==> config.mk <==
export PLATFORM = sky130hd
export DESIGN_NAME = pifo_req_arbiter
export DESIGN_NICKNAME = d
export VERILOG_FILES = /design/src/rtl/pifo_arb_pkg.sv /design/src/rtl/pifo_rr_arb.sv /design/src/rtl/pifo_req_arbiter.sv
export SDC_FILE = /design/constraint.sdc
export NUM_CORES = 1
export LEC_CHECK = 0
export CAP_MARGIN = 40
export CORE_AREA = 2 2 131 133
export DETAILED_ROUTE_END_ITERATION = 10
export DIE_AREA = 0 0 133 135
export HOLD_SLACK_MARGIN = 0.03
export PLACE_DENSITY = 0.6
export SETUP_SLACK_MARGIN = 0.15
export SKIP_CTS_REPAIR_TIMING = 1
export SLEW_MARGIN = 10
export SYNTH_ARGS = -nofsm -noshare
export SYNTH_HDL_FRONTEND = slang
export SYNTH_HIERARCHICAL = 1
export SYNTH_SLANG_ARGS = --single-unit
==> constraint.sdc <==
create_clock -name clk -period 7.6 [get_ports clk]
set_clock_uncertainty 0.1 [all_clocks]
set_input_delay 1.9 -clock clk [delete_from_list [all_inputs] [get_ports clk]]
set_output_delay 1.9 -clock clk [all_outputs]
set_load 0.02 [all_outputs]
==> src/rtl/pifo_arb_pkg.sv <==
// Shared types and helpers for the pifo request arbiter.
//   state_t : flush sequencing states (RUN, FLUSH, DONE)
//   cnt_w   : width of an element count able to hold 0..numpifo
//   tag_t   : in-flight pop tag (valid, requester id, discard-on-return)
package pifo_arb_pkg;

  typedef enum logic [1:0] {
    RUN   = 2'd0,
    FLUSH = 2'd1,
    DONE  = 2'd2
  } state_t;

  // Requester id field width inside a tag; covers up to 16 requesters.
  localparam int unsigned TAG_ID_W = 4;

  typedef struct packed {
    logic                vld;
    logic [TAG_ID_W-1:0] id;
    logic                discard;
  } tag_t;

  function automatic int unsigned cnt_w(input int unsigned numpifo);
    return $clog2(numpifo) + 1;
  endfunction

endpackage

==> src/rtl/pifo_rr_arb.sv <==
// Combinational round-robin arbiter: first set request at or after i_ptr wins.
// Ports:
//   i_req : request vector, one bit per requester
//   i_ptr : highest-priority requester index this cycle
//   o_gnt : one-hot grant
//   o_idx : index of the granted requester
//   o_vld : any grant issued
module pifo_rr_arb #(
  parameter int unsigned NUM_REQ = 4
) (
  input  logic [NUM_REQ-1:0]         i_req,
  input  logic [$clog2(NUM_REQ)-1:0] i_ptr,
  output logic [NUM_REQ-1:0]         o_gnt,
  output logic [$clog2(NUM_REQ)-1:0] o_idx,
  output logic                       o_vld
);

  localparam int unsigned IW = $clog2(NUM_REQ);

  logic [IW-1:0] w_j;

  // Scan requesters in rotated order starting from the pointer.
  always_comb begin
    o_gnt = '0;
    o_idx = '0;
    o_vld = 1'b0;
    w_j   = '0;
    for (int unsigned k = 0; k < NUM_REQ; k++) begin
      w_j = IW'((32'(i_ptr) + k) % NUM_REQ);
      if (!o_vld && i_req[w_j]) begin
        o_vld      = 1'b1;
        o_gnt[w_j] = 1'b1;
        o_idx      = w_j;
      end
    end
  end

endmodule

==> src/rtl/pifo_req_arbiter.sv <==
// Shares one pifo between NUM_REQ requesters: round-robin push/pop arbitration,
// per-logical-port occupancy tracking, pop-result routing and a flush sequence.
// Optional feature macro: PIFO_ARB_DUAL_PUSH_EN (second push winner on push_2).
// Ports:
//   clk, rst                        clock, async active-high reset
//   req_push_* / req_pop_*          packed per-requester requests, comb rdy grants
//   resp_vld/pri/dout/empty         registered pop response to the issuing requester
//   flush / flush_done              start drain / one-cycle completion pulse
//   occupancy                       elements accounted in the pifo
//   pop_0/oprt_0, ovld_0/opri_0/odout_0  pifo pop port
//   push_1/uprt_1/upri_1/udin_1     pifo push port 1
//   push_2/uprt_2/upri_2/udin_2     pifo push port 2 (tied 0 without the macro)
module pifo_req_arbiter
  import pifo_arb_pkg::*;
#(
  parameter int unsigned NUM_REQ  = 4,
  parameter int unsigned NUMPIFO  = 128,
  parameter int unsigned BITPORT  = 1,
  parameter int unsigned BITPRIO  = 8,
  parameter int unsigned BITDATA  = 7,
  parameter int unsigned POP_LAT  = 2,
  parameter int unsigned PUSH2POP = 1
) (
  input  logic                         clk,
  input  logic                         rst,
  input  logic [NUM_REQ-1:0]           req_push_vld,
  output logic [NUM_REQ-1:0]           req_push_rdy,
  input  logic [NUM_REQ*BITPORT-1:0]   req_push_prt,
  input  logic [NUM_REQ*BITPRIO-1:0]   req_push_pri,
  input  logic [NUM_REQ*BITDATA-1:0]   req_push_din,
  input  logic [NUM_REQ-1:0]           req_pop_vld,
  output logic [NUM_REQ-1:0]           req_pop_rdy,
  input  logic [NUM_REQ*BITPORT-1:0]   req_pop_prt,
  output logic [NUM_REQ-1:0]           resp_vld,
  output logic [BITPRIO-1:0]           resp_pri,
  output logic [BITDATA-1:0]           resp_dout,
  output logic                         resp_empty,
  input  logic                         flush,
  output logic                         flush_done,
  output logic [$clog2(NUMPIFO):0]     occupancy,
  output logic                         pop_0,
  output logic [BITPORT-1:0]           oprt_0,
  input  logic                         ovld_0,
  input  logic [BITPRIO-1:0]           opri_0,
  input  logic [BITDATA-1:0]           odout_0,
  output logic                         push_1,
  output logic [BITPORT-1:0]           uprt_1,
  output logic [BITPRIO-1:0]           upri_1,
  output logic [BITDATA-1:0]           udin_1,
  output logic                         push_2,
  output logic [BITPORT-1:0]           uprt_2,
  output logic [BITPRIO-1:0]           upri_2,
  output logic [BITDATA-1:0]           udin_2
);

  localparam int unsigned IW = $clog2(NUM_REQ);
  localparam int unsigned CW = cnt_w(NUMPIFO);
  localparam int unsigned NP = 1 << BITPORT;
  localparam int unsigned HD = (PUSH2POP == 0) ? 1 : PUSH2POP;

  state_t             r_state;
  logic [IW-1:0]      r_push_ptr, r_pop_ptr;
  logic [CW-1:0]      r_cnt [NP];
  logic [CW-1:0]      r_occ;
  logic [1:0]         r_hist [HD][NP];
  tag_t               r_pop_tag;
  tag_t               r_tag [POP_LAT];
  logic               r_push_1, r_pop_0, r_resp_empty, r_flush_done;
  logic [BITPORT-1:0] r_uprt_1, r_oprt_0;
  logic [BITPRIO-1:0] r_upri_1, r_resp_pri;
  logic [BITDATA-1:0] r_udin_1, r_resp_dout;
  logic [NUM_REQ-1:0] r_resp_vld;

  logic [BITPORT-1:0] w_uprt [NUM_REQ];
  logic [BITPORT-1:0] w_pprt [NUM_REQ];
  logic [BITPRIO-1:0] w_upri [NUM_REQ];
  logic [BITDATA-1:0] w_udin [NUM_REQ];
  logic [CW-1:0]      w_pend [NP];
  logic [CW-1:0]      w_popable [NP];
  logic [1:0]         w_inc [NP];
  logic               w_run, w_fl_vld, w_pop_any, w_pop_go, w_pipe_empty;
  logic [BITPORT-1:0] w_fl_prt, w_pop_prt, w_prt1, w_prt2;
  logic [NUM_REQ-1:0] w_pop_req, w_pop_gnt, w_push_req, w_gnt1, w_gnt2;
  logic [IW-1:0]      w_pop_idx, w_idx1, w_idx2;
  logic               w_arb1_vld, w_ok1, w_ok2;
  logic [CW:0]        w_room;
  logic [1:0]         w_npush;
  tag_t               w_new_tag, w_tail;

  assign w_run = (r_state == RUN);

  // Unpack per-requester fields.
  always_comb begin
    for (int i = 0; i < NUM_REQ; i++) begin
      w_uprt[i] = req_push_prt[i*BITPORT +: BITPORT];
      w_pprt[i] = req_pop_prt[i*BITPORT +: BITPORT];
      w_upri[i] = req_push_pri[i*BITPRIO +: BITPRIO];
      w_udin[i] = req_push_din[i*BITDATA +: BITDATA];
    end
  end

  // Popable = accounted count minus elements pushed too recently to pop.
  always_comb begin
    for (int p = 0; p < NP; p++) begin
      w_pend[p] = '0;
      if (PUSH2POP != 0) begin
        for (int h = 0; h < HD; h++) w_pend[p] = w_pend[p] + CW'(r_hist[h][p]);
      end
      w_popable[p] = r_cnt[p] - w_pend[p];
    end
  end

  always_comb begin
    for (int i = 0; i < NUM_REQ; i++)
      w_pop_req[i] = w_run && req_pop_vld[i] && (w_popable[w_pprt[i]] != '0);
  end

  pifo_rr_arb #(.NUM_REQ(NUM_REQ)) u_pop_arb (
    .i_req(w_pop_req), .i_ptr(r_pop_ptr),
    .o_gnt(w_pop_gnt), .o_idx(w_pop_idx), .o_vld(w_pop_any)
  );

  // Flush drains the lowest-index port that still has a popable element.
  always_comb begin
    w_fl_vld = 1'b0;
    w_fl_prt = '0;
    if (r_state == FLUSH) begin
      for (int p = NP - 1; p >= 0; p--) begin
        if (w_popable[p] != '0) begin
          w_fl_vld = 1'b1;
          w_fl_prt = BITPORT'(p);
        end
      end
    end
  end

  assign w_pop_go  = w_pop_any | w_fl_vld;
  assign w_pop_prt = w_run ? w_pprt[w_pop_idx] : w_fl_prt;

  assign w_push_req = w_run ? req_push_vld : '0;

  pifo_rr_arb #(.NUM_REQ(NUM_REQ)) u_push_arb (
    .i_req(w_push_req), .i_ptr(r_push_ptr),
    .o_gnt(w_gnt1), .o_idx(w_idx1), .o_vld(w_arb1_vld)
  );

  // Free slots this cycle, crediting a pop granted in the same cycle.
  assign w_room = (CW+1)'(NUMPIFO) - (CW+1)'(r_occ) + (CW+1)'(w_pop_go);
  assign w_ok1  = w_arb1_vld && (w_room != '0);
  assign w_prt1 = w_uprt[w_idx1];

`ifdef PIFO_ARB_DUAL_PUSH_EN
  logic [NUM_REQ-1:0] w_req2, w_arb2_gnt;
  logic               w_arb2_vld;
  logic               r_push_2;
  logic [BITPORT-1:0] r_uprt_2;
  logic [BITPRIO-1:0] r_upri_2;
  logic [BITDATA-1:0] r_udin_2;

  assign w_req2 = w_push_req & ~w_gnt1;

  pifo_rr_arb #(.NUM_REQ(NUM_REQ)) u_push2_arb (
    .i_req(w_req2), .i_ptr(r_push_ptr),
    .o_gnt(w_arb2_gnt), .o_idx(w_idx2), .o_vld(w_arb2_vld)
  );

  assign w_ok2  = w_ok1 && w_arb2_vld && (w_room >= (CW+1)'(2));
  assign w_gnt2 = w_ok2 ? w_arb2_gnt : '0;
  assign w_prt2 = w_uprt[w_idx2];

  always_ff @(posedge clk or posedge rst) begin
    if (rst) begin
      r_push_2 <= 1'b0;
      r_uprt_2 <= '0;
      r_upri_2 <= '0;
      r_udin_2 <= '0;
    end else begin
      r_push_2 <= w_ok2;
      r_uprt_2 <= w_ok2 ? w_uprt[w_idx2] : '0;
      r_upri_2 <= w_ok2 ? w_upri[w_idx2] : '0;
      r_udin_2 <= w_ok2 ? w_udin[w_idx2] : '0;
    end
  end

  assign push_2 = r_push_2;
  assign uprt_2 = r_uprt_2;
  assign upri_2 = r_upri_2;
  assign udin_2 = r_udin_2;
`else
  assign w_ok2  = 1'b0;
  assign w_gnt2 = '0;
  assign w_idx2 = '0;
  assign w_prt2 = '0;
  assign push_2 = 1'b0;
  assign uprt_2 = '0;
  assign upri_2 = '0;
  assign udin_2 = '0;
`endif

  assign req_push_rdy = (w_ok1 ? w_gnt1 : '0) | w_gnt2;
  assign req_pop_rdy  = w_pop_gnt;
  assign w_npush      = 2'(w_ok1) + 2'(w_ok2);

  always_comb begin
    for (int p = 0; p < NP; p++)
      w_inc[p] = 2'(w_ok1 && (w_prt1 == BITPORT'(p))) + 2'(w_ok2 && (w_prt2 == BITPORT'(p)));
  end

  always_comb begin
    w_pipe_empty = !r_pop_tag.vld;
    for (int k = 0; k < POP_LAT; k++)
      if (r_tag[k].vld) w_pipe_empty = 1'b0;
  end

  assign w_new_tag = '{vld: w_pop_go, id: TAG_ID_W'(w_pop_idx), discard: !w_run};
  assign w_tail    = r_tag[POP_LAT-1];

  always_ff @(posedge clk or posedge rst) begin
    if (rst) begin
      r_state      <= RUN;
      r_push_ptr   <= '0;
      r_pop_ptr    <= '0;
      r_occ        <= '0;
      r_pop_tag    <= '0;
      r_push_1     <= 1'b0;
      r_uprt_1     <= '0;
      r_upri_1     <= '0;
      r_udin_1     <= '0;
      r_pop_0      <= 1'b0;
      r_oprt_0     <= '0;
      r_resp_vld   <= '0;
      r_resp_pri   <= '0;
      r_resp_dout  <= '0;
      r_resp_empty <= 1'b0;
      r_flush_done <= 1'b0;
      for (int p = 0; p < NP; p++) r_cnt[p] <= '0;
      for (int h = 0; h < HD; h++)
        for (int p = 0; p < NP; p++) r_hist[h][p] <= '0;
      for (int k = 0; k < POP_LAT; k++) r_tag[k] <= '0;
    end else begin
      for (int p = 0; p < NP; p++) begin
        r_cnt[p]     <= r_cnt[p] + CW'(w_inc[p]) - CW'(w_pop_go && (w_pop_prt == BITPORT'(p)));
        r_hist[0][p] <= w_inc[p];
        for (int h = 1; h < HD; h++) r_hist[h][p] <= r_hist[h-1][p];
      end
      r_occ <= r_occ + CW'(w_npush) - CW'(w_pop_go);

      if (w_ok2)      r_push_ptr <= IW'((32'(w_idx2) + 1) % NUM_REQ);
      else if (w_ok1) r_push_ptr <= IW'((32'(w_idx1) + 1) % NUM_REQ);
      if (w_pop_any)  r_pop_ptr  <= IW'((32'(w_pop_idx) + 1) % NUM_REQ);

      r_push_1 <= w_ok1;
      r_uprt_1 <= w_ok1 ? w_prt1 : '0;
      r_upri_1 <= w_ok1 ? w_upri[w_idx1] : '0;
      r_udin_1 <= w_ok1 ? w_udin[w_idx1] : '0;
      r_pop_0  <= w_pop_go;
      r_oprt_0 <= w_pop_go ? w_pop_prt : '0;

      // Tag pipe lines the requester id up with the pifo pop result.
      r_pop_tag <= w_new_tag;
      r_tag[0]  <= r_pop_tag;
      for (int k = 1; k < POP_LAT; k++) r_tag[k] <= r_tag[k-1];

      r_resp_vld   <= '0;
      r_resp_pri   <= '0;
      r_resp_dout  <= '0;
      r_resp_empty <= 1'b0;
      if (w_tail.vld && !w_tail.discard) begin
        r_resp_vld <= NUM_REQ'(1) << w_tail.id;
        if (ovld_0) begin
          r_resp_pri  <= opri_0;
          r_resp_dout <= odout_0;
        end else begin
          r_resp_empty <= 1'b1;
        end
      end

      r_flush_done <= 1'b0;
      case (r_state)
        RUN:     if (flush) r_state <= FLUSH;
        FLUSH: begin
          if (r_occ == '0 && w_pipe_empty) begin
            r_state      <= DONE;
            r_flush_done <= 1'b1;
          end
        end
        DONE:    r_state <= RUN;
        default: r_state <= RUN;
      endcase
    end
  end

  assign occupancy  = r_occ;
  assign push_1     = r_push_1;
  assign uprt_1     = r_uprt_1;
  assign upri_1     = r_upri_1;
  assign udin_1     = r_udin_1;
  assign pop_0      = r_pop_0;
  assign oprt_0     = r_oprt_0;
  assign resp_vld   = r_resp_vld;
  assign resp_pri   = r_resp_pri;
  assign resp_dout  = r_resp_dout;
  assign resp_empty = r_resp_empty;
  assign flush_done = r_flush_done;

endmodule

# [Word level (Yosys, flattened, before mapping)]
# Cells that the tools add are included.
[op_classes] n_addsub=18 n_mul=0 div_mod_pow=0 order_cmp=22 eq_ne=3 shifts=1 n_mux=106 bitwise_logic=15 reduce_logical=48
[op_table] op="8-bit two-way mux" count=17
[op_table] op="8-bit nonzero test" count=6
[op_table] op="4-bit two-way mux" count=11
[op_table] op="1-bit two-way mux" count=42
[op_table] op="8-bit by 1-bit subtractor with 8-bit output" count=5
[op_table] op="7-bit two-way mux" count=5
[op_table] op="1-bit logical AND" count=29
[op_table] op="8-bit by 1-bit adder with 8-bit output" count=3
[op_table] op="2-bit by 3-bit less-than comparator with 1-bit output (second input constant)" count=8
[op_table] op="4-bit OR" count=6
[op_table] op="1-bit binary-select mux with 2-bit select" count=10
[op_table] op="2-bit two-way mux" count=10
[op_table] op="8-bit binary-select mux with 2-bit select" count=1
[op_table] op="1-bit demux with 2-bit select" count=8
[op_table] op="2-bit by 1-bit greater-or-equal comparator with 1-bit output (second input constant)" count=8
[op_table] op="7-bit binary-select mux with 2-bit select" count=1
[op_table] op="9-bit by 1-bit adder with 9-bit output" count=1
[op_table] op="1-bit zero test" count=9
[op_table] op="9-bit nonzero test" count=1
[op_table] op="8-bit by 8-bit subtractor with 9-bit output (first input constant)" count=1
[op_table] op="2-bit by 1-bit adder with 2-bit output (second input constant)" count=4
[op_table] op="2-bit adder (second input constant)" count=4
[op_table] op="2-bit greater-or-equal comparator (second input constant)" count=4
[op_table] op="8-bit zero test" count=1
[op_table] op="12 further kinds" count=18
[word_totals] regBits=83 latch_bits=0 ramBits=0 rom_bits=0 inputBits=95 output_inout_bits=73 memories=0

# [Logic depth before layout (Yosys ltp)]
# Gate-level depths: netlist of the first run.
[logic_depth] ltp_word=26 ltp_mapped=35

# [Cells and area by module]
# The synthesis of the first run kept the hierarchy.
[by_module_without_submodules] module="pifo_req_arbiter" instances=1 cells_per_inst=429 area_each_um2=4847.1
[by_module_without_submodules] module="pifo_rr_arb (u_push_arb)" instances=1 cells_per_inst=45 area_each_um2=422.9
[by_module_without_submodules] module="pifo_rr_arb (u_pop_arb)" instances=1 cells_per_inst=45 area_each_um2=419.2

# [Worst setup path before layout of the first run]
# Ideal clock, no wire load.
[synth_timing] path_kind="input to output" start="input port req_pop_prt[2]" end="output port req_push_rdy[0]" arrival_ns=4.772 t_required_ns=5.600 setup_slack_ns=0.828 cell_stages=17 n_path_buf=3 path_cell_list="mux2i_1 > and3_1 > mux4_2 > buf_6 > nor3_1 > nand2b_1 > clkbuf_1 > nor2_1 > ha_1 > inv_1 > ha_1 > nand3_1 > xnor2_1 > o22ai_1 > nand4_1 > clkbuf_1 > and3_1"
[synth_between] elab_chain_cells=23
[synth_lines] item="start: declaration" line_no="pifo_req_arbiter.sv:33" source="input logic [NUM_REQ*BITPORT-1:0] req_pop_prt,"
[synth_lines] item="1-bit NOT with 2-bit output (implied by the code) *" line_no="pifo_req_arbiter.sv:115" source="w_pop_req[i] = w_run && req_pop_vld[i] && (w_popable[w_pprt[i]] != '0);"
[synth_lines] item="8-bit two-way mux (implied by the code) * (3 in series)" line_no="pifo_req_arbiter.sv:115"
[synth_lines] item="8-bit nonzero test *" line_no="pifo_req_arbiter.sv:115"
[synth_lines] item="1-bit logical AND *" line_no="pifo_req_arbiter.sv:115"
[synth_lines] item="via w_pop_req[2]" line_no="pifo_req_arbiter.sv:83" source="logic [NUM_REQ-1:0] w_pop_req, w_pop_gnt, w_push_req, w_gnt1, w_gnt2;"
[synth_lines] item="1-bit binary-select mux with 2-bit select" line_no="pifo_rr_arb.sv:30" source="if (!o_vld && i_req[w_j]) begin"
[synth_lines] item="1-bit two-way mux (implied by the code)" line_no="pifo_rr_arb.sv:30"
[synth_lines] item="1-bit two-way mux" line_no="pifo_rr_arb.sv:30"
[synth_lines] item="(+7 left out)"
[synth_lines] item="1-bit logical AND" line_no="pifo_rr_arb.sv:30"
[synth_lines] item="1-bit two-way mux *" line_no="pifo_rr_arb.sv:30"
[synth_lines] item="via w_pop_any" line_no="pifo_req_arbiter.sv:81" source="logic w_run, w_fl_vld, w_pop_any, w_pop_go, w_pipe_empty;"
[synth_lines] item="1-bit OR *" line_no="pifo_req_arbiter.sv:137" source="assign w_pop_go = w_pop_any | w_fl_vld;"
[synth_lines] item="9-bit by 1-bit adder with 9-bit output *" line_no="pifo_req_arbiter.sv:148" source="assign w_room = (CW+1)'(NUMPIFO) - (CW+1)'(r_occ) + (CW+1)'(w_pop_go);"
[synth_lines] item="9-bit nonzero test *" line_no="pifo_req_arbiter.sv:149" source="assign w_ok1 = w_arb1_vld && (w_room != '0);"
[synth_lines] item="1-bit logical AND *" line_no="pifo_req_arbiter.sv:149"
[synth_lines] item="4-bit two-way mux *" line_no="pifo_req_arbiter.sv:200" source="assign req_push_rdy = (w_ok1 ? w_gnt1 : '0) | w_gnt2;"
[synth_lines] item="end: declaration" line_no="pifo_req_arbiter.sv:27" source="output logic [NUM_REQ-1:0] req_push_rdy,"
# The timed path passes the listed nets; every way through them passes the cells marked *. The select of a mux whose other input is x is not followed.

# [Final worst setup path of the first run]
[layout_timing] start="input port req_pop_prt[0]" end="output port req_push_rdy[0]"
# Same word-level chain as after synthesis.

==> results.ini, run 1 <==
[synth]
synthDistinctLibCells = 55
synth-edff-count = 0
synthDominantAreaCellType = sky130_fd_sc_hd__dfrtp_1
ys.warnings.count = 6
postSynth.topFlopCell = sky130_fd_sc_hd__dfrtp_1
post-synth-top-area-fraction_pct = 36.07
post_synthesis_instance_total = 519
ys_seq_elements = 82
ys_seq_area_share_pct = 36.07
syn-cell-area_um2 = 5689
synthArstFlopShare_pct = 100.0
synthesis.area_per_instance_um2 = 10.96
synth_top_cells_by_area = sky130_fd_sc_hd__dfrtp_1, sky130_fd_sc_hd__ha_1, sky130_fd_sc_hd__mux4_2

[detailed_routing]
via_total_after_detailed_routing = 4478
drt.antenna.violating_nets = 0
routed_via_density = 4.948
first_pass_iters = 5
post-route-drc-count = 0
route.final.wire_length_mm = 13.84
wire_per_inst_um = 15.30
drt_iter0_markers = 193

[setup_path]
worstPathBufferInverterCount = 4
slowest_stage = sky130_fd_sc_hd__clkdlybuf4s50_1
critical_r2r_launch = r_hist[0]
worstPathCellList = clkdlybuf4s50_1 > mux2i_1 > and3_2 > mux4_2 > nor3_4 > nand2b_4 > nor2_2 > ha_2 > inv_1 > ha_1 > nand3_1 > xnor2_1 > o22ai_1 > nand4_1 > buf_4 > and3_1 > dlymetal6s2s_1
timing.reg2reg.setup_slack_ns = 0.89
critPathCaptureType = output pin
crit_path_start_kind = input pin
crit_fanout = 9
path_delay_family = simple AND/OR/NAND/NOR gates
cp.required_ns = 5.60
worstRegToRegCells = 32
timing_worst_setup_path_type = input pin to output pin
cp_slowest_stage_delay_ns = 0.51
arrival_ns = 5.24
reg2reg_to = r_cnt[15]

[floorplanning]
top_level_port_count = 168
die-area_um2 = 17960
core_area_um2 = 16410
horizontal_extent_of_the_die_um = 133
std_cell_rows = 47
initial_utilization_pct = 34.68
die_outline_height_um = 135

[layout]
mostFrequentLayoutCells = sky130_fd_sc_hd__clkdlybuf4s50_1, sky130_fd_sc_hd__dfrtp_1, sky130_fd_sc_hd__ha_1
final_common_cell = sky130_fd_sc_hd__clkdlybuf4s50_1
finish.net_count = 842
final_cell_area_um2 = 7833
drive_above_1_share_pct = 11.97
filler_free_cell_count_of_the_finished_design = 905
area_delta_synth_final_pct = 37.67
layout_utilization_pct = 47.74
antenna_cells = 0

[global_routing]
wire_length_of_the_first_global_routing_pass_mm = 22.64
grt_antenna_before_repair = 0
grt_pass1_vias = 4617
groute.usage.overall_pct = 15.83
grt_remaining_overflow = 0
grt_start_max_net_pins = 65

[clock_tree]
clock-root-buffer = sky130_fd_sc_hd__clkbuf_16
cts-buffers-inserted = 9
htree_num_levels = 3
clock_tree.buffer_depth = 2
worstSkewPairLatency_ns = 0.34
cts.clk_slew.worst_paths_ns = 0.06
tritoncts_sink_count = 82
cts_tree = yes

[timing]
worst_slack_ns = 0.3567
timing_worst_slew_pin_value_ns = 0.7881
grt_setup_unrepaired = no
final-max-slew-violation-count = 0
fmax_ghz = 0.1381
setup_viol = 0
period_minus_slack_ns = 7.243
finalHoldViolCount = 0
timing.max_slew.rel_slack_pct = 47.27
setup-tns-final_ns = 0
worst_hold_slack_ns = 0.2511
min_period_over_period_pct = 95.31

[power_and_ir_drop]
seq_power_share_pct = 29.7
cellInternalPower_mw = 1.291
switching_share_pct = 39.79
comb_power_share_pct = 50.3
clkPwrFrac_pct = 19.9
p_sw_mw = 0.8531
power.leakage_nw = 3.630
power_per_cell_area_nw_per_um2 = 273.7
report.power.total_mw = 2.144
ir_drop_v = 0.0001111

[placement]
placed_instances = 887
routabilityCongestion = 0.8277
preCtsSetupSlack_ns = -0.1461
dpl_cell_area_um2 = 7457
port_buffers = 150
dp_hpwl_mm = 10.96

[job]
maxCapViolations = 0

[hold_path]
worstHoldPathCells = 0
timing.hold.worst.start = r_tag[6]
holdCritPathClass = register to register
holdPathEnd = r_tag[0]

[outcome]
result_of_the_run = completed

## synthesized netlist by cell type (all sizes together) (4+ instances only)
library cell and n:
xor2 9, mux2 5, inv 59, mux4 25, a21oi 22, a22oi 16, mux2i 9, nand2b 9
o211ai 4, o21bai 9, nor4 4, clkbuf 11, buf 23, o21ai 16, nor3 6, nand3 8
xnor2 20, dfrtp 82, and3 39, and2 5, nor2 24, nand2 7, ha 64
## state kept, by name, indices dropped and copies added (netlist names), 2 cells and up
name / count
resp_dout: 7
r_state: 2
r_pop_tag: 3
r_hist: 2
r_cnt: 16
r_pop_ptr: 2
resp_pri: 8
udin_1: 7
r_push_ptr: 2
upri_1: 8
occupancy: 8
r_tag: 8
resp_vld: 4
## cell type report
cell class	instances	area (um^2)
clock inverter	5	55.05
fill	1488	8574
timing repair buffer	168	1667
tap	220	275.3
multi-input combinational	360	3327
sequential	82	2053
clock buffer	11	232.7
inverter	59	222.7
## cells by family after synthesis
group | share of synthesized area, %
AND/OR/NAND/NOR | 13.26
buffers and inverters | 7.829
AO/OA/AOI/OAI | 10.31
flip-flops | 36.07
adder cells (fa/ha/maj) | 15.13
multiplexers | 12.87
XOR/XNOR | 4.465
other | 0.06591
## power by group through the flow
stage,logic (mW),clock network [mW],registers (mW)
after floorplan,0.810,0,0.633
after global placement,1.03,0,0.641
after detailed placement,1.07,0,0.645
after CTS,1.08,0.443,0.639
after global routing,1.21,0.465,0.655
final,1.08,0.427,0.638
## how the worst max path moves through the flow
| stage | startpoint | endpoint | slack, ns | depth (start not counted) |
|---|---|---|---|---|
| after CTS | req_pop_prt[3] | req_push_rdy[0] | -0.16 | 17 |
| after global routing | r_cnt[0] | req_push_rdy[0] | 0.13 | 23 |
| after floorplan | req_pop_prt[2] | req_push_rdy[0] | 0.83 | 17 |
| final | req_pop_prt[0] | req_push_rdy[0] | 0.36 | 17 |
| after detailed placement | req_pop_prt[3] | req_push_rdy[0] | -0.15 | 17 |
| after global placement | req_pop_prt[2] | req_push_rdy[2] | -0.002 | 17 |
## routing by layer
| metal | track usage, % | vias to the layer above | share of wire, % |
|---|---|---|---|
| met5 | 0 | - | 0 |
| met4 | 3.524 | 0 | 0.97 |
| met3 | 6.269 | 8 | 8.4 |
| met2 | 28.15 | 175 | 50 |
| met1 | 17.98 | 2164 | 40 |
| li1 | - | 2131 | - |
## worst register-to-register path: cells and delay by family, from the launching register on
kind	cells	cell delay, ns
multiplexers	2	0.63
buffers and inverters	4	0.51
XOR/XNOR	2	0.26
flip-flops	1	0.39
AND/OR/NAND/NOR	11	1.99
adder cells (fa/ha/maj)	6	1.37
AO/OA/AOI/OAI	7	1.37
Note: power is estimated with default switching activity, not from simulation.
==> inputs of run 2 (changes only) <==
Settings changed: CORE_AREA 2 2 131 133 to 2 2 108 162, DIE_AREA 0 0 133 135 to 0 0 110 164, TNS_END_PERCENT set to 100.
==> run 2 against run 1 <==
Compared with the run above:
- clock power decreased by 4%
- hold slack got worse by 0.0084 ns
- cell area decreased by 0.62%
- global-route usage decreased by 0.36 points
- combinational power about the same
- non-clock buffer count decreased by 1
- die area increased by 0.47%
- total power decreased by 0.84%
- worst setup slack got worse by 0.0011 ns
- highest routed layer unchanged
==> results.ini, run 2 (synthesized netlist as in run 1, its figures left out) <==
[outcome]
result_of_the_run = completed

[timing]
min_period_over_period_pct = 95.32
grt_setup_unrepaired = no
final-max-slew-violation-count = 0
finalHoldViolCount = 0
fmax_ghz = 0.1380
timing_worst_slew_pin_value_ns = 0.7510
worst_hold_slack_ns = 0.2427
period_minus_slack_ns = 7.244
timing.max_slew.rel_slack_pct = 49.75
setup_viol = 0

[layout]
regMostFlops = r_cnt
flip_flop_count_of_the_largest_register_all_copies_and_words_added = 16
final_cell_area_um2 = 7784
final_common_cell = sky130_fd_sc_hd__clkdlybuf4s50_1
mostFrequentLayoutCells = sky130_fd_sc_hd__clkdlybuf4s50_1, sky130_fd_sc_hd__dfrtp_1, sky130_fd_sc_hd__ha_1
final.fill_count = 1541
layout_utilization_pct = 46.84
area_delta_synth_final_pct = 36.82
drive_above_1_share_pct = 11.70
antenna_cells = 0
finish.net_count = 841

[clock_tree]
cts_tree = yes
cts-buffers-inserted = 9
cts.clk_slew.worst_paths_ns = 0.06
worstSkewPairLatency_ns = 0.34
htree_num_levels = 3
tritoncts_sink_count = 82
clock_tree.buffer_depth = 2
clock-root-buffer = sky130_fd_sc_hd__clkbuf_16

[setup_path]
library_cell_appearing_most_often_on_the_critical_path = sky130_fd_sc_hd__ha_1
crit_path_start_kind = input pin
worstPathCellList = clkdlybuf4s50_1 > mux2i_1 > and3_2 > mux4_2 > nor3_4 > nand2b_1 > nor2_1 > ha_1 > inv_1 > ha_1 > nand3_2 > xnor2_1 > o22ai_1 > nand4_1 > and3_1 > dlymetal6s2s_1
timing.critical_path.from = req_pop_prt[2]
reg2reg_to = r_cnt[15]
arrival_ns = 5.24
worstRegToRegCells = 32
critical_r2r_launch = r_hist[0]
critical_path.endpoint = req_push_rdy[3]
cp_slowest_stage_delay_ns = 0.51
crit_fanout = 6
critPathCaptureType = output pin
cp.required_ns = 5.60
slowest_stage = sky130_fd_sc_hd__mux4_2
timing_worst_setup_path_type = input pin to output pin
timing.reg2reg.setup_slack_ns = 0.76

[power_and_ir_drop]
power.leakage_nw = 3.633
comb_power_share_pct = 50.6
clkPwrFrac_pct = 19.3
seq_power_share_pct = 30.1
ir_drop_v = 0.0001193
report.power.total_mw = 2.126
p_sw_mw = 0.8619
cellInternalPower_mw = 1.264
switching_share_pct = 40.54
power_per_cell_area_nw_per_um2 = 273.1

[global_routing]
grt_start_max_net_pins = 58
grt_pass1_vias = 4586
wire_length_of_the_first_global_routing_pass_mm = 21.77
groute.usage.overall_pct = 15.48
grt_antenna_before_repair = 0
grt_remaining_overflow = 0

[floorplanning]
std_cell_rows = 58
core_area_um2 = 16620
die_outline_height_um = 164
die-area_um2 = 18040
horizontal_extent_of_the_die_um = 110
initial_utilization_pct = 34.23
top_level_port_count = 168

[detailed_routing]
route.final.wire_length_mm = 13.90
first_pass_iters = 4
routed_via_density = 5.002
via_total_after_detailed_routing = 4472
drt.antenna.violating_nets = 0
drt_iter0_markers = 129
post-route-drc-count = 0
wire_per_inst_um = 15.55

[hold_path]
holdCritPathClass = register to register

[job]
maxCapViolations = 0

[placement]
port_buffers = 150
routabilityCongestion = 0.8330
dpl_cell_area_um2 = 7437
dp_hpwl_mm = 11.16

[run 2: changes by cell type in the layout (fill, tap and decap cells not counted), sizes merged]
cell / delta
clkinvlp: -2
clkinv: +2
inv: +2
bufinv: -1
clkbuf: -1
buf: -1
[run 2: worst max-delay path, delay by kind of cell]
kind | cells | cell delay (ns)
AO/OA/AOI/OAI | 1 | 0.14
buffers and inverters | 3 | 0.75
AND/OR/NAND/NOR | 7 | 1.38
multiplexers | 2 | 0.58
adder cells (fa/ha/maj) | 2 | 0.40
XOR/XNOR | 1 | 0.08
[run 2: power groups by stage]
stage / clock network, mW / logic (mW) / registers [mW]
4_1_cts: 0.423 / 1.08 / 0.640
5_1_grt: 0.443 / 1.21 / 0.654
2_1_floorplan: 0 / 0.810 / 0.633
3_3_place_gp: 0 / 1.04 / 0.643
6_report: 0.411 / 1.08 / 0.640
3_5_place_dp: 0 / 1.08 / 0.648
[run 2: how the worst min path moves through the flow]
stage,from,end,slack (ns),depth (start not counted)
4_1_cts,r_pop_tag[0],r_tag[6],0.25,0
3_5_place_dp,r_tag[6],r_tag[0],0.24,0
6_report,r_pop_tag[2],r_tag[8],0.24,0
3_3_place_gp,r_pop_tag[1],r_tag[7],0.23,0
2_1_floorplan,r_tag[6],r_tag[0],0.23,0
5_1_grt,r_pop_tag[2],r_tag[8],0.25,0
[run 2: routing by layer]
layer	GRT usage [%]	vias up	part of all wire, %
met1	16.41	2185	35
met2	29.59	152	57
met4	4.373	0	1.4
met5	0	-	0
li1	-	2125	-
met3	3.651	10	5.9
[run 2: through the flow]
step / TNS, ns / instances / setup WS, ns
detailed placement: -0.6158 / 876 / -0.1634
CTS: -0.7176 / 892 / -0.1883
global route: 0 / 894 / 0.1485
global placement: 0 / 874 / 0.003679
finish: 0 / 894 / 0.3556
floorplan: 0 / 535 / 0.8281
[run 2: final cells by class]
class / count / area (um^2) / share of cell area (%)
Multi-Input combinational cell: 360 / 3302 / 42.42
Clock buffer: 10 / 229.0 / 2.942
Timing Repair Buffer: 167 / 1663 / 21.36
Inverter: 59 / 222.7 / 2.861
Tap cell: 210 / 262.8 / 3.376
Clock inverter: 6 / 51.30 / 0.6591
Sequential cell: 82 / 2053 / 26.38
==> inputs of run 3 (changes only) <==
Clock period 7.6 ns to 7.35 ns, I/O delays scaled along.
==> run 3 against run 2 <==
Compared with the run above:
- sequential cell count unchanged
- non-clock buffer count up 10
- combinational power up 8%
- cell area up 2.3%
- register-to-register slack better by 0.05 ns
- global-route usage up 0.24 points
- core utilization up 1.1 points
- sequential power up 3.4%
- wire length up 0.86%
- critical path type unchanged
- largest cell class unchanged
- largest power group unchanged
==> results.ini, run 3 (synthesized netlist as in run 1, its figures left out) <==
[outcome]
result_of_the_run = completed

[global_routing]
grt_remaining_overflow = 0
wire_length_of_the_first_global_routing_pass_mm = 21.97
groute.usage.overall_pct = 15.72
grt_pass1_vias = 4595
grt_start_max_net_pins = 48
grt_antenna_before_repair = 0

[timing]
fmax_ghz = 0.1414
period_minus_slack_ns = 7.074
finalHoldViolCount = 0
setup_viol = 0
final-max-slew-violation-count = 0
grt_setup_unrepaired = no
setup-tns-final_ns = 0
timing.max_slew.rel_slack_pct = 41.18
timing_worst_slew_pin_value_ns = 0.8804
min_period_over_period_pct = 96.24

[layout]
flip_flop_count_of_the_largest_register_all_copies_and_words_added = 16
mostFrequentLayoutCells = sky130_fd_sc_hd__clkdlybuf4s50_1, sky130_fd_sc_hd__dfrtp_1, sky130_fd_sc_hd__ha_1
final_common_cell = sky130_fd_sc_hd__clkdlybuf4s50_1
drive_above_1_share_pct = 15.27
area_delta_synth_final_pct = 39.92
antenna_cells = 0
filler_free_cell_count_of_the_finished_design = 904
final_cell_area_um2 = 7960
regMostFlops = r_cnt
final.fill_count = 1487
finish.net_count = 851

[setup_path]
critical_r2r_launch = r_hist[0]
reg2reg_to = r_cnt[14]
arrival_ns = 5.14
timing.reg2reg.setup_slack_ns = 0.81
worstPathCellList = clkdlybuf4s50_1 > mux2i_1 > and3_4 > mux4_2 > nor3_4 > nand2b_1 > nor2_2 > ha_2 > inv_2 > ha_4 > nand3_4 > xnor2_2 > o22ai_2 > nand4_1 > buf_4 > buf_6 > and3_4 > buf_6
crit_path_start_kind = input pin
timing.critical_path.from = req_pop_prt[3]
critical_path.endpoint = req_push_rdy[3]
timing_worst_setup_path_type = input pin to output pin
cp_slowest_stage_delay_ns = 0.51
cp.required_ns = 5.41
critPathCaptureType = output pin
worstRegToRegCells = 33
slowest_stage = sky130_fd_sc_hd__clkdlybuf4s50_1
crit_fanout = 5

[clock_tree]
cts.clk_slew.worst_paths_ns = 0.06
htree_num_levels = 3
cts_tree = yes
clock_tree.buffer_depth = 2
cts-buffers-inserted = 9
clock-root-buffer = sky130_fd_sc_hd__clkbuf_16
worstSkewPairLatency_ns = 0.34
tritoncts_sink_count = 82

[placement]
routabilityCongestion = 0.8271
port_buffers = 150
placed_instances = 880
dpl_cell_area_um2 = 7467
dp_hpwl_mm = 11.09

[floorplanning]
initial_utilization_pct = 34.23
die_outline_height_um = 164
die-area_um2 = 18040
horizontal_extent_of_the_die_um = 110
std_cell_rows = 58
top_level_port_count = 168
core_area_um2 = 16620

[power_and_ir_drop]
power.leakage_nw = 3.655
ir_drop_v = 0.0001532
comb_power_share_pct = 51.8
seq_power_share_pct = 29.3
cellInternalPower_mw = 1.342
switching_share_pct = 40.69
clkPwrFrac_pct = 18.9
power_per_cell_area_nw_per_um2 = 284.2
p_sw_mw = 0.9204

[detailed_routing]
wire_per_inst_um = 15.51
routedLengthMet1_mm = 4.976
detailroute.wirelength.met2_mm = 7.949
drt_iter0_markers = 107
maxUsedRoutingLayer = met4
first_pass_iters = 5
drt.antenna.violating_nets = 0
wl_met3_um = 816
route.final.wire_length_mm = 14.02
post-route-drc-count = 0
via_total_after_detailed_routing = 4527
routed_via_density = 5.008

[hold_path]
worstHoldPathCells = 0
holdCritPathClass = register to register

[job]
maxCapViolations = 0

==> run 3: cell types whose count changed in the layout (fill, tap and decap cells not counted), sizes merged <==
cell           previous run  this run
clkinv                    5         2
inv                      60        62
buf                      17        29
dlymetal6s2s              4         3
clkinvlp                  0         1
clkdlybuf4s50           146       145
==> run 3: cell type report <==
cell class	count	area, um^2	share of cell area [%]
multi-input cells	360	3400	42.71
flip-flops and latches	82	2053	25.79
repair buffers	177	1745	21.93
well taps	210	262.8	3.301
clock buffers	10	229.0	2.876
inverters	59	222.7	2.798
clock inverters	6	47.55	0.5973
==> run 3: worst max-delay path: cells and delay by family <==
family	cells	cell delay, ns
adders and majority gates	2	0.38
and+or+nand+nor	7	1.14
muxes	2	0.59
buffers and inverters	5	1.00
xor gates and xnor gates	1	0.06
AOI/OAI and AO/OA	1	0.10
==> run 3: power by group through the flow <==
| stage | Sequential, mW | Combinational, mW | Clock [mW] |
|---|---|---|---|
| 5_1_grt | 0.679 | 1.32 | 0.461 |
| 2_1_floorplan | 0.655 | 0.838 | 0 |
| 6_report | 0.662 | 1.17 | 0.427 |
| 3_3_place_gp | 0.668 | 1.08 | 0 |
| 4_1_cts | 0.665 | 1.13 | 0.441 |
| 3_5_place_dp | 0.672 | 1.12 | 0 |
==> run 3: how the worst min path moves through the flow <==
stage	from	end	slack, ns
2_1_floorplan	r_tag[6]	r_tag[0]	0.23
3_3_place_gp	r_tag[7]	r_tag[1]	0.23
3_5_place_dp	r_pop_tag[1]	r_tag[7]	0.23
4_1_cts	r_pop_tag[1]	r_tag[7]	0.24
5_1_grt	r_pop_tag[1]	r_tag[7]	0.25
6_report	r_pop_tag[0]	r_tag[6]	0.24
==> run 3: per-layer routing <==
layer | vias up | track usage [%]
met5 | - | 0
met4 | 0 | 6.329
met3 | 26 | 3.690
met2 | 149 | 29.39
met1 | 2198 | 16.45
li1 | 2154 | -
==> run 3: metrics by stage <==
step	setup slack [ns]	hold WS [ns]	util (%)	total power, mW
3_5_place_dp	-0.2808	0.2347	44.93	1.792
4_1_cts	-0.3477	0.2443	46.60	2.235
2_1_floorplan	0.7031	0.2312	-	1.492
6_report	0.2761	0.2420	47.90	2.262
3_3_place_gp	-0.1393	0.2331	44.77	1.750
5_1_grt	0.08200	0.2546	47.90	2.457
==> patch 1 (settings of run 2) <==
`NUM_REQ` is set to 4 in 2 places; all go to 8.
--- a/src/rtl/pifo_rr_arb.sv
+++ b/src/rtl/pifo_rr_arb.sv
@@ -6,7 +6,7 @@
 //   o_idx : index of the granted requester
 //   o_vld : any grant issued
 module pifo_rr_arb #(
-  parameter int unsigned NUM_REQ = 4
+  parameter int unsigned NUM_REQ = 8
 ) (
   input  logic [NUM_REQ-1:0]         i_req,
   input  logic [$clog2(NUM_REQ)-1:0] i_ptr,
--- a/src/rtl/pifo_req_arbiter.sv
+++ b/src/rtl/pifo_req_arbiter.sv
@@ -13,7 +13,7 @@
 module pifo_req_arbiter
   import pifo_arb_pkg::*;
 #(
-  parameter int unsigned NUM_REQ  = 4,
+  parameter int unsigned NUM_REQ  = 8,
   parameter int unsigned NUMPIFO  = 128,
   parameter int unsigned BITPORT  = 1,
   parameter int unsigned BITPRIO  = 8,
Ports: changed (9 resized); port bits go from 168 to 256. The function was not compared with the original's and may differ.
==> patch 1 against run 2 <==
- the flow now finishes with violations (negative setup slack)
- design area up 60%
- clock power grew 12%
- sequential share of layout area down 8.1 points
- critical path depth increased by 4
- power up 74%
- routed wire length rose by 92%
- synthesized area grew 50%
- final cell count increased by 48%
- sequential cell count grew 9
- setup slack worse by 530 ps
- die area unchanged
- via count grew 74%
- global-route usage grew 14 points
- synthesized cell count grew 56%
- critical path type unchanged
- highest routed layer unchanged
==> patch 1: results <==
metrics = {
    "pwr": {
        "leakage_nw": 5.392,
        "peakVddDrop_uv": 274.1,
        "p_per_area_mw_per_mm2": 297.8,
    },
    "layout": {
        "nets": 1351,
        "multi_input_area_share_pct": 49.79,
        "top_regs": "r_cnt x16, r_tag x10",
        "clock_area_share_pct": 2.503,
        "drive_gt1_share_pct": 25.94,
        "n_all_buffers": 327,
        "non_clock_inverter_count": 64,
        "nMultiInputCombCells": 616,
    },
    "drt": {
        "vias_per_cell": 5.877,
        "drtPass1Iterations": 5,
        "wl_per_cell_um": 20.13,
        "dr.first_iter.drc_count": 332,
        "vias": 7781,
    },
    "global_routing": {
        "use_met3_pct": 4.603,
        "grt_pass1_wl_um": 40580,
        "grt.met1_usage_pct": 29.49,
        "track_usage_pct": 29.54,
        "grt_max_degree": 51,
        "met2_usage_pct": 56.16,
    },
    "sta": {
        "setup_slack_ps": -173.5,
        "setup_violations": 8,
        "max-slew-margin-rel_pct": 30.41,
        "fin_tns_setup_ps": -1169,
        "whs_ps": 247.0,
    },
    "logic_synthesis": {
        "synthMuxAreaShare_pct": 25.54,
        "synth_area_leaders": "dfrtp_1 (27%), mux4_2 (14%), ha_1 (9.9%)",
        "synth.cells.most_frequent": "dfrtp_1 (91), ha_1 (68), inv_1 (59)",
        "syn_area_per_cell_um2": 10.59,
        "synth-seq-cells": 91,
        "synth.distinct_cells": 85,
        "yosys.area_share.xor_xnor_pct": 4.474,
        "synth_compound_area_share_pct": 11.81,
        "ys_seq_area_share_pct": 26.61,
    },
    "worst_setup_path": {
        "r2r_start": "r_cnt[2]$_DFF_PP0_",
        "cp.arrival_ps": 5770,
        "r2r_end": "r_cnt[14]$_DFF_PP0_",
        "ff2ff_setup_slack_ps": 420,
        "r2r_cells": 37,
        "cp_max_fo": 7,
    },
    "outcome": {
        "failed_checks": "negative setup slack",
        "status": "finished with violations",
    },
    "place": {
        "dp_hpwl_um": 21000,
        "port_buffers": 238,
        "gp_congestion": 0.9539,
        "placement.cell_area_mm2": 0.01179,
        "dp_cells": 1295,
    },
    "min_path": {
        "min_from": "r_pop_tag[1]$_DFF_PP0_",
        "hold_end": "r_tag[7]$_DFF_PP0_",
    },
}
==> patch 1: cell types whose count changed after synthesis, sizes merged, moves of 13 or more <==
cell / before / now
mux4: 25 / 58
mux2i: 9 / 53
nor2: 24 / 49
and2: 5 / 22
mux2: 5 / 23
buf: 23 / 38
nand2: 7 / 41
and3: 39 / 17
a211oi: 2 / 16
nor3: 6 / 19
a22oi: 16 / 3
==> patch 1: worst max path at each step <==
stage                             from               to  slack (ps)  cells after the start
CTS                     req_pop_prt[1]  req_push_rdy[7]        -820                     20
floorplan               req_pop_prt[3]  req_push_rdy[0]          40                     19
finish                  req_pop_prt[2]  req_push_rdy[6]        -170                     20
global placement        req_pop_prt[1]  req_push_rdy[7]        -750                     20
global route        r_cnt[2]$_DFF_PP0_  req_push_rdy[6]        -310                     26
detailed placement      req_pop_prt[1]  req_push_rdy[7]        -790                     20
==> patch 1: routing by layer <==
| metal | vias to the layer above | routed length, um |
|---|---|---|
| met4 | 0 | 1620 |
| met1 | 3795 | 8873 |
| li1 | 3556 | - |
| met3 | 94 | 1412 |
| met2 | 336 | 14750 |
| met5 | - | 0 |
==> patch 1: power breakdown <==
group	internal, mW	total, mW	switching, mW	leakage (nW)
combinational	1.17	2.51	1.35	4.08
clock	0.238	0.461	0.223	0.152
sequential	0.602	0.735	0.133	1.16
==> patch 1: critical path, cell delays in order <==
cell and delay [ps]:
clkbuf_2 130, nor4_4 280, a211oi_4 100, mux2_4 280, mux4_2 490, nand4b_4 200
nor2_2 140, nand2_2 100, nor4_4 230, a21o_1 170, ha_2 190, inv_2 50
ha_4 170, nand3_4 90, buf_6 120, xnor2_4 70, o41ai_4 490, clkinvlp_4 260
and2_4 190, buf_6 120
==> patch 2 (config.mk and constraints of run 2) <==
Made on the original files. `r_udin_1` no longer has a reset.
--- a/src/rtl/pifo_req_arbiter.sv
+++ b/src/rtl/pifo_req_arbiter.sv
@@ -225,7 +225,6 @@
       r_push_1     <= 1'b0;
       r_uprt_1     <= '0;
       r_upri_1     <= '0;
-      r_udin_1     <= '0;
       r_pop_0      <= 1'b0;
       r_oprt_0     <= '0;
       r_resp_vld   <= '0;
@@ -252,7 +251,6 @@
       r_push_1 <= w_ok1;
       r_uprt_1 <= w_ok1 ? w_prt1 : '0;
       r_upri_1 <= w_ok1 ? w_upri[w_idx1] : '0;
-      r_udin_1 <= w_ok1 ? w_udin[w_idx1] : '0;
       r_pop_0  <= w_pop_go;
       r_oprt_0 <= w_pop_go ? w_pop_prt : '0;
 
@@ -290,6 +288,10 @@
     end
   end
 
+  always_ff @(posedge clk) begin
+    r_udin_1 <= w_ok1 ? w_udin[w_idx1] : '0;
+  end
+
   assign occupancy  = r_occ;
   assign push_1     = r_push_1;
   assign uprt_1     = r_uprt_1;
Function: changed (Yosys sat finds a counterexample within 4 cycles, from zero or initial values and one cycle with rst high).
==> patch 2 against run 2 <==
- design area fell by 0.24%
- count of clock-buffer cells in the layout stayed put
- power up 0.98%
- synthesized cell count is the same
- maximum frequency decreased by 1.4%
- routed wire length fell by 1.8%
- final cell count is the same
- sequential power about the same
- clock power is 4% higher
- synthesized area decreased by 0.62%
- setup slack got worse by 110 ps
- sequential cell count unchanged
- non-clock buffer count is the same
- critical path depth rose by 1
- critical path type unchanged
- largest cell class unchanged
==> patch 2: results <==
metrics = {
    "worst_setup_path": {
        "max_stage_delay_ps": 490,
        "ff2ff_setup_slack_ps": 760,
        "cp_slowest_cell": "clkdlybuf4s50_1",
        "cp_max_fo": 5,
        "cp.arrival_ps": 5350,
        "startpoint": "req_pop_prt[0]",
        "r2r_cells": 32,
        "critPathTopFamily": "simple AND/OR/NAND/NOR gates",
        "r2r_start": "r_hist[0]$_DFF_PP0_",
        "cp-endpoint": "req_push_rdy[1]",
        "r2r_end": "r_cnt[15]$_DFF_PP0_",
    },
    "layout": {
        "largest_register_ff_count": 16,
        "regMostFlops": "r_cnt",
        "n_antenna_cell": 0,
        "fill_cells": 1545,
        "nets": 841,
        "drive_gt1_share_pct": 11.99,
    },
    "logic_synthesis": {
        "synth_area_leaders": "dfrtp_1 (33%), ha_1 (14%), mux4_2 (8.0%)",
        "synth_top_family_by_area": "adder cells",
        "yosys_most_used_dff": "dfrtp_1",
        "syn_area_per_cell_um2": 10.89,
        "synthMuxAreaShare_pct": 12.95,
        "async_reset_ff_share_pct": 91.46,
        "ys_seq_area_share_pct": 35.67,
        "yosys.area_share.xor_xnor_pct": 4.492,
        "synth_warnings": 6,
        "synth.distinct_cells": 56,
        "synth_fa_ha_area_share_pct": 15.22,
        "synth.cells.most_frequent": "dfrtp_1 (75), ha_1 (64), inv_1 (59)",
        "synth_compound_area_share_pct": 10.38,
    },
    "min_path": {
        "holdPathStages": 0,
    },
    "global_routing": {
        "grt_max_degree": 44,
        "track_usage_pct": 15.23,
        "grt_antenna_before_repair": 0,
        "grt_pass1_vias": 4695,
        "grt_pass1_wl_um": 21530,
    },
    "pwr": {
        "leakage_nw": 3.564,
        "p_int_mw": 1.292,
        "p_per_area_mw_per_mm2": 276.5,
        "powerClk_mw": 0.428,
        "seq_power_share_pct": 29.8,
        "peakVddDrop_uv": 118.6,
    },
    "clock_tree": {
        "path_clk_slew_ps": 60,
        "clockBufferDepth": 2,
        "root_buffer": "clkbuf_16",
        "cts_max_level": 3,
        "clkLatencyLatePin_ps": 330,
        "numCtsBuffers": 9,
    },
    "place": {
        "port_buffers": 150,
        "dp_cells": 876,
        "gp_congestion": 0.8476,
        "dp_hpwl_um": 11110,
    },
    "drt": {
        "wl_per_cell_um": 15.27,
        "vias_per_cell": 4.936,
        "drtPass1Iterations": 4,
        "dr.first_iter.drc_count": 137,
        "vias": 4413,
    },
    "flow_run": {
        "drv_cap": 0,
    },
    "outcome": {
        "status": "finished, final reports clean",
    },
    "sta": {
        "max-slew-margin-rel_pct": 47.81,
    },
}
## patch 2: cell types whose count changed in the layout (fill, tap and decap cells not counted), sizes merged, moves of 2 or more
| cell | delta |
|---|---|
| dfrtp | -7 |
| clkinvlp | +2 |
| inv | -2 |
| dfxtp | +7 |
## patch 2: metrics by stage
step                setup TNS [ps]  utilization, %  hold WS [ps]  instance area [um^2]  setup slack, ps
CTS                         -255.9           46.28         241.1                  7691           -65.23
finish                           0           46.72         237.9                  7765            249.7
global placement                 0           44.33         233.4                  7367            51.28
floorplan                        0               -         231.2                  5714            828.1
global route                     0           46.72         250.3                  7765            95.43
detailed placement          -145.7           44.50         234.7                  7395           -37.99
## patch 2: routing by layer
layer / up-vias / global-route usage [%] / share of wire, %
met2: 159 / 29.59 / 57
met1: 2105 / 15.02 / 34
met4: 0 / 5.409 / 2.8
met5: - / 0 / 0
li1: 2127 / - / -
met3: 22 / 3.929 / 6.5
## patch 2: final cells by class
type | instances | share of cell area, %
repair buffers | 167 | 21.22
flip-flops and latches | 82 | 25.99
inverters | 59 | 2.868
clock inverters | 6 | 0.8701
well taps | 210 | 3.384
multi-input cells | 360 | 42.72
clock buffers | 10 | 2.949
## patch 2: worst min-delay path by stage
stage                                       from                  to
after CTS                 r_pop_tag[2]$_DFF_PP0_  r_tag[8]$_DFF_PP0_
final                     r_pop_tag[2]$_DFF_PP0_  r_tag[8]$_DFF_PP0_
after global placement    r_pop_tag[1]$_DFF_PP0_  r_tag[7]$_DFF_PP0_
after global routing      r_pop_tag[2]$_DFF_PP0_  r_tag[8]$_DFF_PP0_
after floorplan               r_tag[6]$_DFF_PP0_  r_tag[0]$_DFF_PP0_
after detailed placement  r_pop_tag[2]$_DFF_PP0_  r_tag[8]$_DFF_PP0_
